$ cat src/rtl/final_project_seven_segment.sv
// Board top: fixed-sequence compute core (risc1) whose five 16-bit results are
// cycled in hex across a 4-digit common-anode seven-segment display.

module final_project_seven_segment_core (
    input  logic        clk,
    input  logic        rst_n,
    output logic [15:0] mem201,
    output logic [15:0] mem202,
    output logic [15:0] mem203,
    output logic [15:0] mem204,
    output logic [15:0] mem205
);
    localparam int unsigned STEP_W    = 7;
    localparam int unsigned FIB_STEPS = 20;
    localparam int unsigned SUM_LAST  = 100;
    localparam int unsigned FACT_LAST = 8;

    typedef enum logic [2:0] {
        ST_IDLE,
        ST_FIB,
        ST_SUM,
        ST_FACT,
        ST_XOR,
        ST_ADD,
        ST_DONE
    } state_t;

    state_t              state, state_nxt;
    logic [STEP_W-1:0]   step, step_nxt;
    logic [15:0]         fib_a, fib_a_nxt;
    logic [15:0]         fib_b, fib_b_nxt;
    logic [15:0]         acc, acc_nxt;
    logic [15:0]         prod, prod_nxt;
    logic [15:0]         mem201_nxt, mem202_nxt, mem203_nxt, mem204_nxt, mem205_nxt;

    // State and datapath registers; reset aborts any phase in flight
    always_ff @(posedge clk) begin
        if (!rst_n) begin
            state  <= ST_IDLE;
            step   <= '0;
            fib_a  <= '0;
            fib_b  <= 16'd1;
            acc    <= '0;
            prod   <= 16'd1;
            mem201 <= '0;
            mem202 <= '0;
            mem203 <= '0;
            mem204 <= '0;
            mem205 <= '0;
        end else begin
            state  <= state_nxt;
            step   <= step_nxt;
            fib_a  <= fib_a_nxt;
            fib_b  <= fib_b_nxt;
            acc    <= acc_nxt;
            prod   <= prod_nxt;
            mem201 <= mem201_nxt;
            mem202 <= mem202_nxt;
            mem203 <= mem203_nxt;
            mem204 <= mem204_nxt;
            mem205 <= mem205_nxt;
        end
    end

    // Next-state and datapath update; each result is written only at its phase end
    always_comb begin
        state_nxt  = state;
        step_nxt   = step;
        fib_a_nxt  = fib_a;
        fib_b_nxt  = fib_b;
        acc_nxt    = acc;
        prod_nxt   = prod;
        mem201_nxt = mem201;
        mem202_nxt = mem202;
        mem203_nxt = mem203;
        mem204_nxt = mem204;
        mem205_nxt = mem205;

        case (state)
            ST_IDLE: begin
                fib_a_nxt = '0;
                fib_b_nxt = 16'd1;
                step_nxt  = '0;
                state_nxt = ST_FIB;
            end
            ST_FIB: begin
                if (step == STEP_W'(FIB_STEPS)) begin
                    mem201_nxt = fib_a;
                    acc_nxt    = '0;
                    step_nxt   = STEP_W'(1);
                    state_nxt  = ST_SUM;
                end else begin
                    fib_a_nxt = fib_b;
                    fib_b_nxt = fib_a + fib_b;
                    step_nxt  = step + STEP_W'(1);
                end
            end
            ST_SUM: begin
                acc_nxt  = acc + 16'(step);
                step_nxt = step + STEP_W'(1);
                if (step == STEP_W'(SUM_LAST)) begin
                    mem202_nxt = acc + 16'(step);
                    prod_nxt   = 16'd1;
                    step_nxt   = STEP_W'(1);
                    state_nxt  = ST_FACT;
                end
            end
            ST_FACT: begin
                prod_nxt = prod * 16'(step);
                step_nxt = step + STEP_W'(1);
                if (step == STEP_W'(FACT_LAST)) begin
                    mem203_nxt = prod * 16'(step);
                    state_nxt  = ST_XOR;
                end
            end
            ST_XOR: begin
                mem204_nxt = mem201 ^ mem202;
                state_nxt  = ST_ADD;
            end
            ST_ADD: begin
                mem205_nxt = mem203 + mem202;
                state_nxt  = ST_DONE;
            end
            ST_DONE: begin
                state_nxt = ST_DONE;
            end
            default: begin
                state_nxt = ST_IDLE;
            end
        endcase
    end
endmodule

module final_project_seven_segment #(
    parameter int unsigned REFRESH_BITS = 17,
    parameter int unsigned HOLD_BITS    = 28
) (
    input  logic       clk_i,
    input  logic       SW,
    output logic [3:0] disp_an_o,
    output logic [6:0] disp_seg_o
);
    logic [15:0]             mem201, mem202, mem203, mem204, mem205;
    logic [REFRESH_BITS-1:0] refresh_cnt;
    logic [HOLD_BITS-1:0]    hold_cnt;
    logic [2:0]              res_idx;
    logic [1:0]              digit_c;
    logic [15:0]             result_c;
    logic [3:0]              nibble_c;
    logic [3:0]              anode_c;
    logic [6:0]              seg_c;

    final_project_seven_segment_core risc1 (
        .clk    (clk_i),
        .rst_n  (SW),
        .mem201 (mem201),
        .mem202 (mem202),
        .mem203 (mem203),
        .mem204 (mem204),
        .mem205 (mem205)
    );

    function automatic logic [6:0] hex_font(input logic [3:0] v);
        case (v)
            4'h0: hex_font = 7'h40;
            4'h1: hex_font = 7'h79;
            4'h2: hex_font = 7'h24;
            4'h3: hex_font = 7'h30;
            4'h4: hex_font = 7'h19;
            4'h5: hex_font = 7'h12;
            4'h6: hex_font = 7'h02;
            4'h7: hex_font = 7'h78;
            4'h8: hex_font = 7'h00;
            4'h9: hex_font = 7'h10;
            4'hA: hex_font = 7'h08;
            4'hB: hex_font = 7'h03;
            4'hC: hex_font = 7'h46;
            4'hD: hex_font = 7'h21;
            4'hE: hex_font = 7'h06;
            default: hex_font = 7'h0E;
        endcase
    endfunction

    // Digit selection from the scan counter and live result registers
    always_comb begin
        digit_c  = refresh_cnt[REFRESH_BITS-1 -: 2];
        result_c = '0;
        nibble_c = '0;
        case (res_idx)
            3'd0:    result_c = mem201;
            3'd1:    result_c = mem202;
            3'd2:    result_c = mem203;
            3'd3:    result_c = mem204;
            3'd4:    result_c = mem205;
            default: result_c = '0;
        endcase
        case (digit_c)
            2'd0:    nibble_c = result_c[3:0];
            2'd1:    nibble_c = result_c[7:4];
            2'd2:    nibble_c = result_c[11:8];
            default: nibble_c = result_c[15:12];
        endcase
        anode_c = ~(4'(1) << digit_c);
        seg_c   = hex_font(nibble_c);
    end

    // Scan/hold counters and registered display outputs
    always_ff @(posedge clk_i) begin
        if (!SW) begin
            refresh_cnt <= '0;
            hold_cnt    <= '0;
            res_idx     <= '0;
            disp_an_o   <= 4'hF;
            disp_seg_o  <= 7'h7F;
        end else begin
            refresh_cnt <= refresh_cnt + REFRESH_BITS'(1);
            hold_cnt    <= hold_cnt + HOLD_BITS'(1);
            if (hold_cnt == '1) begin
                res_idx <= (res_idx == 3'd4) ? 3'd0 : res_idx + 3'd1;
            end
            disp_an_o  <= anode_c;
            disp_seg_o <= seg_c;
        end
    end
endmodule

$ cat config.mk
export PLATFORM = sky130hd
export DESIGN_NAME = final_project_seven_segment
export DESIGN_NICKNAME = d
export VERILOG_FILES = /design/src/rtl/final_project_seven_segment.sv
export SDC_FILE = /design/constraint.sdc
export NUM_CORES = 1
export LEC_CHECK = 0
export CAP_MARGIN = 20
export CORE_UTILIZATION = 45
export CTS_CLUSTER_SIZE = 25
export DETAILED_ROUTE_END_ITERATION = 6
export PLACE_DENSITY = 0.57
export SYNTH_ARGS = -nofsm -noshare
export SYNTH_HDL_FRONTEND = slang
export SYNTH_SLANG_ARGS = --single-unit
$ cat constraint.sdc
create_clock -name clk_i -period 5.9 [get_ports clk_i]
set_input_delay 1.77 -clock clk_i [delete_from_list [all_inputs] [get_ports clk_i]]
set_output_delay 1.77 -clock clk_i [all_outputs]
set_load 0.01 [all_outputs]
# Word level (Yosys, flattened, before mapping)
# Memory sizes are Yosys's and may differ from the RTL's. A register that Yosys moved wholly into a read port is not among the register bits.
# Cells that the tools add are included.
# word_totals
ff_bits	206
rom_bits	112
in_bits	2
output_inout_bits	11
elab_cells	81
memories	1
# mem_list
name	words	width	read_ports	rd_clocked_by_memory_dff	wr	line	source
(no name shown)	16	7	1	1	0	164	case (v)
# op_classes
add_sub_neg	7
n_mul	1
n_eq_ne	20
n_shift	1
muxes	18
bitwise_logic	2
n_reduce_logical	16
# ops
operator	n
16-bit case mux with 2 select lines	4
16-bit case mux with 5 select lines	1
16-bit 2-to-1 mux	4
16-bit adder	2
28-bit by 1-bit adder with 28-bit output, second input constant	1
28-bit == test, second input constant	1
7-bit case mux with 4 select lines	1
3-bit case mux with 6 select lines	1
17-bit by 1-bit adder with 17-bit output, second input constant	1
16-bit by 7-bit adder with 16-bit output	1
16-bit by 7-bit multiplier with 16-bit output	1
16-bit XOR	1
7-bit 2-to-1 mux	2
3-bit by 2-bit == test with 1-bit output, second input constant	4
3-bit == test, second input constant	4
3-bit 2-to-1 mux	4
4-bit case mux with 3 select lines	1
2-bit AND reduction	6
7-bit by 1-bit adder with 7-bit output, second input constant	1
7-bit by 4-bit == test with 1-bit output, second input constant	1
7-bit by 5-bit == test with 1-bit output, second input constant	1
7-bit == test, second input constant	1
3-bit by 1-bit == test with 1-bit output, second input constant	2
3-bit zero test	2
other kinds (13)	17

# Longest topological paths before layout
# Gate-level depths: netlist of run 1.
# logic_depth
depth_word	3
mapped_depth	19
ltp_nobuf	17

# Modules after synthesis
# A second synthesis of run 1 with hierarchy kept.
# unflattened
hier_cells	1592
area_unflattened_um2	13299.0
# by_module_without_submodules
mod	instances	cells_each	area_per_inst_um2	seq_area_each_um2
final_project_seven_segment_core	1	1210	10055.9	3083.0
final_project_seven_segment	1	382	3243.1	1181.1

# Least setup slack after synthesis of run 1
# OpenSTA, ideal clock, no wires.
# synth_timing
kind	register to register
start	register risc1.step[4]
end	register risc1.prod[15]
setup_time_ns	0.115
t_arrival_ns	4.498
required_time_ns	5.785
slack_ns	1.288
path_stages_with_launch	19
path_buffers	2
synth_period_minus_slack_ns	4.612
path_cell_list	dfxtp_1 > clkbuf_1 > clkbuf_1 > nand2_1 > fa_1 > fa_1 > inv_1 > fa_1 > inv_1 > fa_1 > inv_1 > ha_1 > o21ai_0 > o21ai_0 > a31oi_1 > o21ai_0 > xnor2_1 > nor2_1 > o21a_1
# synth_via
elab_chain_cells	3
word_cells_on_any_way	5
classes_between	mul: 1; eq/ne: 2; mux: 1; reduce/logical: 1
# synth_lines
element	line	source
start: declaration	29	logic [STEP_W-1:0] step, step_nxt;
start signal: assignment	52	step <= step_nxt;
branches (longest 3 deep; another with 16-bit by 7-bit multiplier with 16-bit output)	--	
end signal: assignment	56	prod <= prod_nxt;
end: declaration	33	logic [15:0] prod, prod_nxt;
# Parallel ways; which one is timed is not known.
# A chain may end at the register's enable or synchronous reset.

# Final worst setup path of run 1
# layout_timing
start	register risc1.step[3]
end	register risc1.mem203[13]
# layout_via
elab_chain_cells	2
word_cells_on_any_way	3
classes_between	mul: 1; eq/ne: 1; reduce/logical: 1
# layout_lines
element	line	source
branches (longest 2 deep; another with 16-bit by 7-bit multiplier with 16-bit output)	--	
end signal: assignment	59	mem203 <= mem203_nxt;
end: declaration	9	output logic [15:0] mem203,
# Parallel ways; which one is timed is not known.

==> metrics.cfg, run 1 <==
[cts]
postCtsHoldBufs=0
cts_max_level=1
clock-root-buffer=clkbuf_16
tritoncts_buffer_count=24
cts.reportedPaths.clkPinSlew_ns=0.06
cts.repair.resized=0
worst_skew_pair.late_latency_ns=0.52
cts.path.max_buffers=3
tritoncts=done
cts_sinks=213
post_cts_buffers=0

[min_path]
hold_start=refresh_cnt[0]
worstHoldPathCells=1
hold_class=reg2reg
min_delay_worst_endpoint=refresh_cnt[0]

[timing]
setup_repair_after_global_routing_missed_its_margin=false
timing.final.hold_violations=0
max_freq_ghz=0.198
final_period_demand_of_the_worst_path_ns=5.06
hold_ws_ns=0.447
slew_of_the_pin_with_the_lowest_slew_margin_ns=1.11
setup_violations=0
setup-tns-final_ns=0
maxSlewViolCount=0
max-slew-margin-rel_pct=25.9
fin_ws_ns=0.840
finalClockSkew_ns=0.0123
post-route-period-util_pct=85.8

[finish]
filler_cell_count=2733
instances_no_fill=1929
final_layout_size_suffix_gt1_share_pct=5.35
most-common-layout-cells=nand2_1 (219), dfxtp_1 (213), nor2_1 (152)
final_core_utilization_pct=50.5
area_growth_pct=9.26
commonest_non_fill_non_tap_cell_in_the_layout=nand2_1
finished_cell_area_um2=14200
num_antenna_cells=0
finish.net_count=1665

[grt]
groute.layer.met1.usage_pct=32.0
grt_overflow_total=0
global_route.peak_usage_layer=met2
first_global_vias=10200
global_route_wire_length_before_repair_um=53500
met3_usage_pct=2.95
grt.total_usage_pct=22.6
grt_antenna_before_repair=0
grt_max_degree=135
use_met2_pct=36.8

[synthesis]
dominant_combinational_cell_family_by_area_after_synthesis=simple AND/OR/NAND/NOR gates
asyncSetResetFlopFracSynth_pct=0
synth-compound-area-share_pct=16.9
syn-mean-instance-area_um2=8.29
syn_inst=1572
muxShareOfSynthArea_pct=0.883
synthFlopType=dfxtp_1
synth_adder_area_share_pct=15.6
synth.net_count=1703
mappedNetlistArea_um2=13000
yosysSeqAreaShare_pct=32.7
synthesis.yosys.warnings=0
synth_xor_area_share_pct=7.39
synth_enable_flop_cells=0
ys_types=72
post_synth_and_or_nand_nor_area_fraction_pct=21.5
synth_seq_cells=213

[placed_design]
placed_cells_incl_taps=1884
placed_area_um2=13400
gp_routability_congestion=0.856
worst_slack_at_placement_ns=0.914
place.detailed.hpwl_um=22700
count_of_port_buffers_added_during_placement=12

[power_and_ir_drop]
power.leakage_nw=5.49
powerDensity_nw_per_um2=216
vdd_ir_drop_max_mv=0.195
p_int_mw=2.41
report.power.total_mw=3.08
clock_power_share_pct=50.6
swShare_pct=21.6
pwr-share-comb_pct=2.2
power.net_switching_mw=0.666
share_seq_of_total_power_pct=47.2

[floorplanning]
core.rowCount=61
core_region_area_um2=28200
die_footprint_um2=29600
io_pins=13
initial_utilization_pct=46.3
die-width_um=172
die-height_um=172

[worst_setup_path]
worstRegToRegCells=16
cpMaxStageDelayCell=dfxtp_1
crit_path_cell_trace=and2_1, fa_1, ha_1, inv_1, fa_1, fa_1, inv_1, ha_1, o21a_1, a211oi_1, o21ai_0, a31oi_1, o21ai_0, xnor2_1, nand2_1, a21oi_1
crit_path_frequent_cell=fa_1
timing.rr.start=risc1.step[3]
end_of_the_worst_register_to_register_path=risc1.mem203[13]
path_type_of_the_worst_setup_path=reg2reg
critPathCaptureType=flip-flop
largest_delay_contributor_family_on_the_critical_path=adder cells
timing.critical_path.arrival_ns=5.50
cp.buffers_inverters=2
timing.critical_path.required_ns=6.34
critical_path.startpoint_type=flip-flop
critPathMaxStageDelay_ns=0.81
critical_path.max_fanout=22
worst-r2r-setup-slack_ns=0.84

[drt]
antenna_left=0
detail_route.drc_violations=6
postRouteWirelength_um=32200
detailedRoute.firstPassIterationCount=7
routed_wire_per_std_cell_um=16.7
via_count=10600
detail_route.iter0.violations=829
via_per_inst=5.50

[outcome]
status=complete, but fails checks
failed_checks=design-rule violations

[run]
cap_viol_max_count=0

## Yosys cell counts, types with 5 or more instances
| master | n | area share [%] |
|---|---|---|
| nor2_1 | 152 | 4.4 |
| xor2_1 | 49 | 3.3 |
| a222oi_1 | 12 | 0.92 |
| o21a_1 | 5 | 0.29 |
| or2_2 | 6 | 0.29 |
| clkbuf_1 | 70 | 2.0 |
| or3_1 | 13 | 0.62 |
| o211ai_1 | 9 | 0.52 |
| and3_1 | 16 | 0.77 |
| fa_1 | 55 | 8.5 |
| a22oi_1 | 38 | 2.2 |
| and2_1 | 66 | 3.2 |
| nand2_1 | 219 | 6.3 |
| nand3_1 | 54 | 2.1 |
| o21ai_0 | 58 | 2.2 |
| a21oi_1 | 119 | 4.6 |
| dfxtp_1 | 213 | 33 |
| inv_1 | 78 | 2.2 |
| a211oi_1 | 28 | 1.6 |
| buf_2 | 14 | 0.54 |
| mux2i_1 | 7 | 0.54 |
| o221ai_1 | 5 | 0.34 |
| xnor2_1 | 61 | 4.1 |
| ha_1 | 74 | 7.1 |
| nand2b_1 | 6 | 0.29 |
| a21o_1 | 11 | 0.63 |
| a31oi_1 | 16 | 0.77 |
| nand4_1 | 9 | 0.43 |
| a311oi_1 | 5 | 0.34 |
| nor3_1 | 21 | 0.81 |
| nor2b_1 | 12 | 0.58 |
## cell type report
type                    count  area [um2]  share of cell area (%)
flip-flops and latches    213        4260                    30.0
well taps                 378         473                    3.32
clock buffers              34         728                    5.12
multi-input cells        1190        8110                    56.9
clock inverters             9         110                   0.773
inverters                  79         302                    2.12
repair buffers             26         253                    1.78
## worst max-delay path by stage
| stage | startpoint | to | slack [ns] | cells past startpoint |
|---|---|---|---|---|
| after floorplan | risc1.step[4] | risc1.prod[15] | 1.29 | 18 |
| after global placement | risc1.step[3] | risc1.prod[15] | 1.03 | 16 |
| after global routing | risc1.step[3] | risc1.mem203[13] | 0.44 | 16 |
| after CTS | risc1.step[3] | risc1.prod[15] | 0.87 | 16 |
| final | risc1.step[3] | risc1.mem203[13] | 0.84 | 16 |
| after detailed placement | risc1.step[3] | risc1.prod[15] | 0.91 | 16 |
## cell families after synthesis
kind of cell	count (synthesis)
AOI/OAI and AO/OA	341
xor gates and xnor gates	110
adders and majority gates	129
buffers and inverters	169
DFF	213
muxes	11
and+or+nand+nor	599
## registers in the layout, summed over array words and instances (netlist names)
| register | count |
|---|---|
| risc1.prod | 16 |
| risc1.mem201 | 16 |
| risc1.step | 7 |
| risc1.mem204 | 16 |
| res_idx | 3 |
| risc1.acc | 16 |
| risc1.state | 3 |
| hold_cnt | 28 |
| disp_seg_o | 7 |
| risc1.mem202 | 16 |
| disp_an_o | 4 |
| refresh_cnt | 17 |
| risc1.mem203 | 16 |
| risc1.mem205 | 16 |
| risc1.fib_a | 16 |
| risc1.fib_b | 16 |
## power by group through the flow
stage	clock (mW)	combinational, mW	sequential, mW
finish	1.56	0.0682	1.45
global route	1.65	0.0764	1.45
CTS	1.59	0.0698	1.45
detailed placement	0	0.0695	1.48
global placement	0	0.0690	1.48
floorplan	0	0.0448	1.48
## metal layers
metal / vias to the layer above / part of all wire (%)
met5: - / 0
met1: 5078 / 50
met3: 41 / 3.8
met2: 171 / 45
li1: 5326 / -
met4: 0 / 1.6
(Power assumes the default switching activity.)
==> run 2, diff against run 1 <==
--- a/config.mk
+++ b/config.mk
@@ -9,7 +9,6 @@
 export CORE_UTILIZATION = 45
 export CTS_CLUSTER_SIZE = 25
 export DETAILED_ROUTE_END_ITERATION = 6
-export PLACE_DENSITY = 0.57
 export SYNTH_ARGS = -nofsm -noshare
 export SYNTH_HDL_FRONTEND = slang
 export SYNTH_SLANG_ARGS = --single-unit
==> run 2 against run 1 <==
  * The run now ends clean
  * Final cell count stayed put
  * Register-to-register slack better by 0.06 ns
  * Hold slack hardly changed
  * Core utilization is 0.14 points higher
  * Largest cell class unchanged
  * Total power is 3.8% higher
  * Critical path depth stayed put
  * Sequential power hardly changed
  * Design area is 0.27% higher
==> metrics.cfg, run 2 (same netlist as run 1, synthesis figures left out) <==
[timing]
max_freq_ghz=0.200
setup-tns-final_ns=0
setup_violations=0
final_period_demand_of_the_worst_path_ns=5.00
post-route-period-util_pct=84.8
max-slew-margin-rel_pct=26.9
finalClockSkew_ns=0.0168
maxSlewViolCount=0
setup_repair_after_global_routing_missed_its_margin=false
timing.final.hold_violations=0
slew_of_the_pin_with_the_lowest_slew_margin_ns=1.10

[floorplanning]
die_footprint_um2=29600
die-height_um=172
core.rowCount=61
die-width_um=172
core_region_area_um2=28200
io_pins=13
initial_utilization_pct=46.3

[worst_setup_path]
crit_path_frequent_cell=fa_1
cpMaxStageDelayCell=dfxtp_1
path_type_of_the_worst_setup_path=reg2reg
critical_path.max_fanout=22
worstRegToRegCells=16
critical_path.startpoint_type=flip-flop
critPathMaxStageDelay_ns=0.81
end_of_the_worst_register_to_register_path=risc1.prod[15]
largest_delay_contributor_family_on_the_critical_path=adder cells
timing.rr.start=risc1.step[2]
crit_path_cell_trace=and2_1, fa_1, ha_1, inv_1, fa_1, fa_1, inv_1, ha_1, o21a_1, a211oi_1, o21ai_0, a31oi_1, o21ai_0, xnor2_1, nor2_1, o21a_1
cp.buffers_inverters=2
timing.critical_path.required_ns=6.32
critPathCaptureType=flip-flop
timing.critical_path.arrival_ns=5.42
worst-r2r-setup-slack_ns=0.90

[min_path]
hold_start=refresh_cnt[0]
worstHoldPathCells=1
min_delay_worst_endpoint=refresh_cnt[0]
hold_class=reg2reg

[drt]
via_count=10600
antenna_left=0
detail_route.iter0.violations=700
detail_route.drc_violations=0
via_per_inst=5.52
postRouteWirelength_um=31600
detailedRoute.firstPassIterationCount=7
routed_wire_per_std_cell_um=16.4

[cts]
clock-root-buffer=clkbuf_16
worst_skew_pair.late_latency_ns=0.54
cts_sinks=213
tritoncts_buffer_count=25
post_cts_buffers=0
tritoncts=done
cts.path.max_buffers=3
postCtsHoldBufs=0
cts_max_level=1
cts.reportedPaths.clkPinSlew_ns=0.06
cts.repair.resized=0

[power_and_ir_drop]
power.leakage_nw=5.48
power.net_switching_mw=0.698
vdd_ir_drop_max_mv=0.218
report.power.total_mw=3.19
clock_power_share_pct=52.4
swShare_pct=21.9
powerDensity_nw_per_um2=224
p_int_mw=2.50
pwr-share-comb_pct=2.0
share_seq_of_total_power_pct=45.6

[finish]
num_antenna_cells=0
instances_no_fill=1929
finish.net_count=1664
finished_cell_area_um2=14300
commonest_non_fill_non_tap_cell_in_the_layout=nand2_1
area_growth_pct=9.55
final_core_utilization_pct=50.7
reg.largest.list=hold_cnt (28), refresh_cnt (17)
largest_register_ffs=28
most-common-layout-cells=nand2_1 (219), dfxtp_1 (213), nor2_1 (152)
largest_register=hold_cnt
final_layout_size_suffix_gt1_share_pct=5.16

[outcome]
status=completed

[grt]
grt_antenna_before_repair=0
grt.total_usage_pct=22.1
global_route_wire_length_before_repair_um=52600
grt_max_degree=139
grt_overflow_total=0
first_global_vias=10300

[placed_design]
gp_routability_congestion=0.891
place.detailed.hpwl_um=22100
placed_cells_incl_taps=1882
placed_area_um2=13300
count_of_port_buffers_added_during_placement=12

[run]
cap_viol_max_count=0

[run 2: cell types whose count changed in the layout (fill, tap and decap cells not counted)]
cell / before / now
clkbuf_1: 1 / 4
clkinv_2: 5 / 4
clkbuf_8: 9 / 2
inv_8: 0 / 1
clkinv_4: 1 / 0
buf_4: 12 / 10
clkinv_8: 1 / 0
inv_16: 0 / 1
bufinv_16: 2 / 5
clkinvlp_4: 0 / 3
clkbuf_16: 24 / 25
[run 2: power by group through the flow]
stage / clock, mW / combinational [mW] / sequential (mW)
2_1_floorplan: 0 / 0.0448 / 1.48
3_3_place_gp: 0 / 0.0636 / 1.49
3_5_place_dp: 0 / 0.0648 / 1.49
4_1_cts: 1.71 / 0.0649 / 1.46
5_1_grt: 1.76 / 0.0717 / 1.46
6_report: 1.67 / 0.0637 / 1.46
[run 2: worst max path at each step]
| stage | startpoint | to | slack, ns | cells after the start |
|---|---|---|---|---|
| final | risc1.step[2] | risc1.prod[15] | 0.90 | 16 |
| after global routing | risc1.step[2] | risc1.prod[15] | 0.54 | 16 |
| after CTS | risc1.step[5] | risc1.prod[15] | 0.91 | 16 |
| after detailed placement | risc1.step[3] | risc1.prod[15] | 0.95 | 17 |
| after global placement | risc1.step[3] | risc1.prod[15] | 1.0 | 16 |
| after floorplan | risc1.step[4] | risc1.prod[15] | 1.29 | 18 |
[run 2: layout make-up]
| class | count | area [um2] |
|---|---|---|
| Clock buffer | 31 | 668 |
| Clock inverter | 14 | 224 |
| Fill cell | 2682 | 13900 |
| Inverter | 79 | 302 |
| Multi-Input combinational cell | 1190 | 8110 |
| Sequential cell | 213 | 4260 |
| Tap cell | 378 | 473 |
| Timing Repair Buffer | 24 | 238 |
[run 2: per-stage QoR]
step                      worst slack, ns  hold slack [ns]
final                               0.899            0.447
after floorplan                      1.29            0.413
after global placement              0.999            0.429
after detailed placement            0.952            0.442
after CTS                           0.914            0.452
after global routing                0.538            0.475
[run 2: per-layer routing]
metal / vias to the layer above / global-route usage (%) / share of wire (%)
met5: - / 0 / 0
li1: 5332 / - / -
met4: 0 / 5.23 / 2.2
met2: 207 / 36.6 / 46
met1: 5063 / 30.1 / 47
met3: 44 / 3.16 / 4.7
==> run 3, diff against run 2 <==
==> constraint.sdc (replaced) <==
create_clock -name clk_i -period 4.7 [get_ports clk_i]
set_input_delay 1.41 -clock clk_i [delete_from_list [all_inputs] [get_ports clk_i]]
set_output_delay 1.41 -clock clk_i [all_outputs]
set_load 0.01 [all_outputs]
==> run 3 against run 2 <==
  * Sequential cell count did not move
  * Global-route usage down 0.055 points
  * The flow now finishes with violations (design-rule violations)
  * Register-to-register slack worse by 0.59 ns
  * Critical path depth shrank 1
  * Sequential power increased by 25%
  * Wire length decreased by 0.10%
  * Clock power rose by 16%
  * Largest power group unchanged
  * Count of clock-buffer cells in the layout rose by 8
  * Sequential share of layout area decreased by 0.11 points
  * Non-clock buffer count is 17 higher
  * Final cell count up 0.88%
  * Combinational power grew 34%
==> metrics.cfg, run 3 (same netlist as run 1, synthesis figures left out) <==
[grt]
grt_max_degree=99
grt_overflow_total=0
grt_antenna_before_repair=0
grt.total_usage_pct=22.0
first_global_vias=10200
global_route_wire_length_before_repair_um=52400

[cts]
cts.reportedPaths.clkPinSlew_ns=0.06
clock-root-buffer=clkbuf_16
cts_max_level=1
cts_sinks=213
worst_skew_pair.late_latency_ns=0.53
cts.path.max_buffers=3
tritoncts=done
postCtsHoldBufs=0
tritoncts_buffer_count=25

[power_and_ir_drop]
power.leakage_nw=5.54
power.net_switching_mw=0.833
report.power.total_mw=3.84
share_seq_of_total_power_pct=47.6
p_int_mw=3.01
clock_power_share_pct=50.2
swShare_pct=21.7
powerDensity_nw_per_um2=267
pwr-share-comb_pct=2.2
vdd_ir_drop_max_mv=0.267

[timing]
max-slew-margin-rel_pct=35.6
maxSlewViolCount=0
setup_repair_after_global_routing_missed_its_margin=false
post-route-period-util_pct=93.5
setup-tns-final_ns=0
slew_of_the_pin_with_the_lowest_slew_margin_ns=0.964
final_period_demand_of_the_worst_path_ns=4.40
hold_ws_ns=0.437
timing.final.hold_violations=0
finalClockSkew_ns=0.00805
max_freq_ghz=0.228
setup_violations=0

[floorplanning]
die-width_um=172
die-height_um=172
core.rowCount=61
die_footprint_um2=29600
initial_utilization_pct=46.3
core_region_area_um2=28200
io_pins=13

[placed_design]
placed_cells_incl_taps=1899
gp_routability_congestion=0.866
count_of_port_buffers_added_during_placement=12
place.detailed.hpwl_um=22500

[drt]
detail_route.iter0.violations=704
postRouteWirelength_um=31600
antenna_left=0
routed_wire_per_std_cell_um=16.2
via_per_inst=5.50
detail_route.drc_violations=3
detailedRoute.firstPassIterationCount=7
via_count=10700

[worst_setup_path]
critPathCaptureType=flip-flop
worst-r2r-setup-slack_ns=0.30
critical_path.max_fanout=15
timing.critical_path.arrival_ns=4.85
critical_path.startpoint_type=flip-flop
timing.critical_path.required_ns=5.16
path_type_of_the_worst_setup_path=reg2reg

[finish]
reg.largest.list=hold_cnt (28), refresh_cnt (17)
most-common-layout-cells=nand2_1 (219), dfxtp_1 (202), nor2_1 (152)
regArea_um2=4280
filler_cell_count=2721
largest_register_ffs=28
largest_register=hold_cnt
combined_area_of_the_multi_input_logic_cells_um2=8150
finish.net_count=1681
final_layout_size_suffix_gt1_share_pct=7.27
num_antenna_cells=0
instances_no_fill=1946
area_growth_pct=10.3
commonest_non_fill_non_tap_cell_in_the_layout=nand2_1

[run]
cap_viol_max_count=0

[min_path]
hold_class=reg2reg

[outcome]
status=complete, but fails checks
failed_checks=design-rule violations

-- run 3: cell count changes in the layout (fill, tap and decap cells not counted), sizes merged --
cell      delta
bufinv       -4
clkbuf       +8
buf         +17
clkinv       -2
inv          -1
clkinvlp     -1
-- run 3: per-layer routing --
metal	share of wire (%)	global-route usage (%)	wire, um
met1	48	30.7	15100
met2	45	35.8	14400
met3	4.8	3.04	1510
met4	2.1	5.23	668
met5	0	0	0
-- run 3: critical path, stage by stage, from the launching register on --
cell and delay (ns):
dfxtp_2 0.36, buf_4 0.20, and2_1 0.19, fa_1 0.53, inv_1 0.05, fa_1 0.46, fa_1 0.55, inv_1 0.05
fa_1 0.47, ha_1 0.40, and3_1 0.21, a31oi_1 0.27, nor2b_1 0.20, xnor2_1 0.17, nand2_1 0.08, a21oi_1 0.14
-- run 3: final timing paths --
kind	start	to	depth (start not counted)
setup / recovery	risc1.step[3]	risc1.mem203[12]	15
hold / removal	refresh_cnt[0]	refresh_cnt[0]	1
setup reg to reg	risc1.step[3]	risc1.mem203[12]	15
hold reg to reg	refresh_cnt[0]	refresh_cnt[0]	1
-- run 3: area by class of cell --
| class | instances | area share [%] |
|---|---|---|
| sequential | 213 | 29.8 |
| timing repair buffer | 41 | 2.38 |
| clock inverter | 6 | 0.522 |
| clock buffer | 39 | 5.28 |
| inverter | 79 | 2.10 |
| tap | 378 | 3.29 |
| multi-input combinational | 1190 | 56.7 |
-- run 3: power groups by stage --
stage	clock (mW)	sequential, mW	combinational [mW]
floorplan	0	1.86	0.0563
global placement	0	1.87	0.0851
detailed placement	0	1.87	0.0861
CTS	1.98	1.83	0.0861
global route	2.06	1.83	0.0953
finish	1.93	1.83	0.0855
-- run 3: repair_timing --
action | CTS | global route
buffers inserted | 0 | 1
endpoints found under the setup margin | 0 | 6
endpoints found under the hold margin | 0 | 0
resized for setup | 0 | 24
-- run 3: stage by stage --
stage	area, um2	util (%)	worst slack [ns]
final	14400	51.0	0.305
after global routing	14400	51.0	0.0398
after CTS	14300	50.8	0.153
after detailed placement	13500	47.8	0.198
after global placement	13500	47.8	0.165
after floorplan	13000	-	0.0878
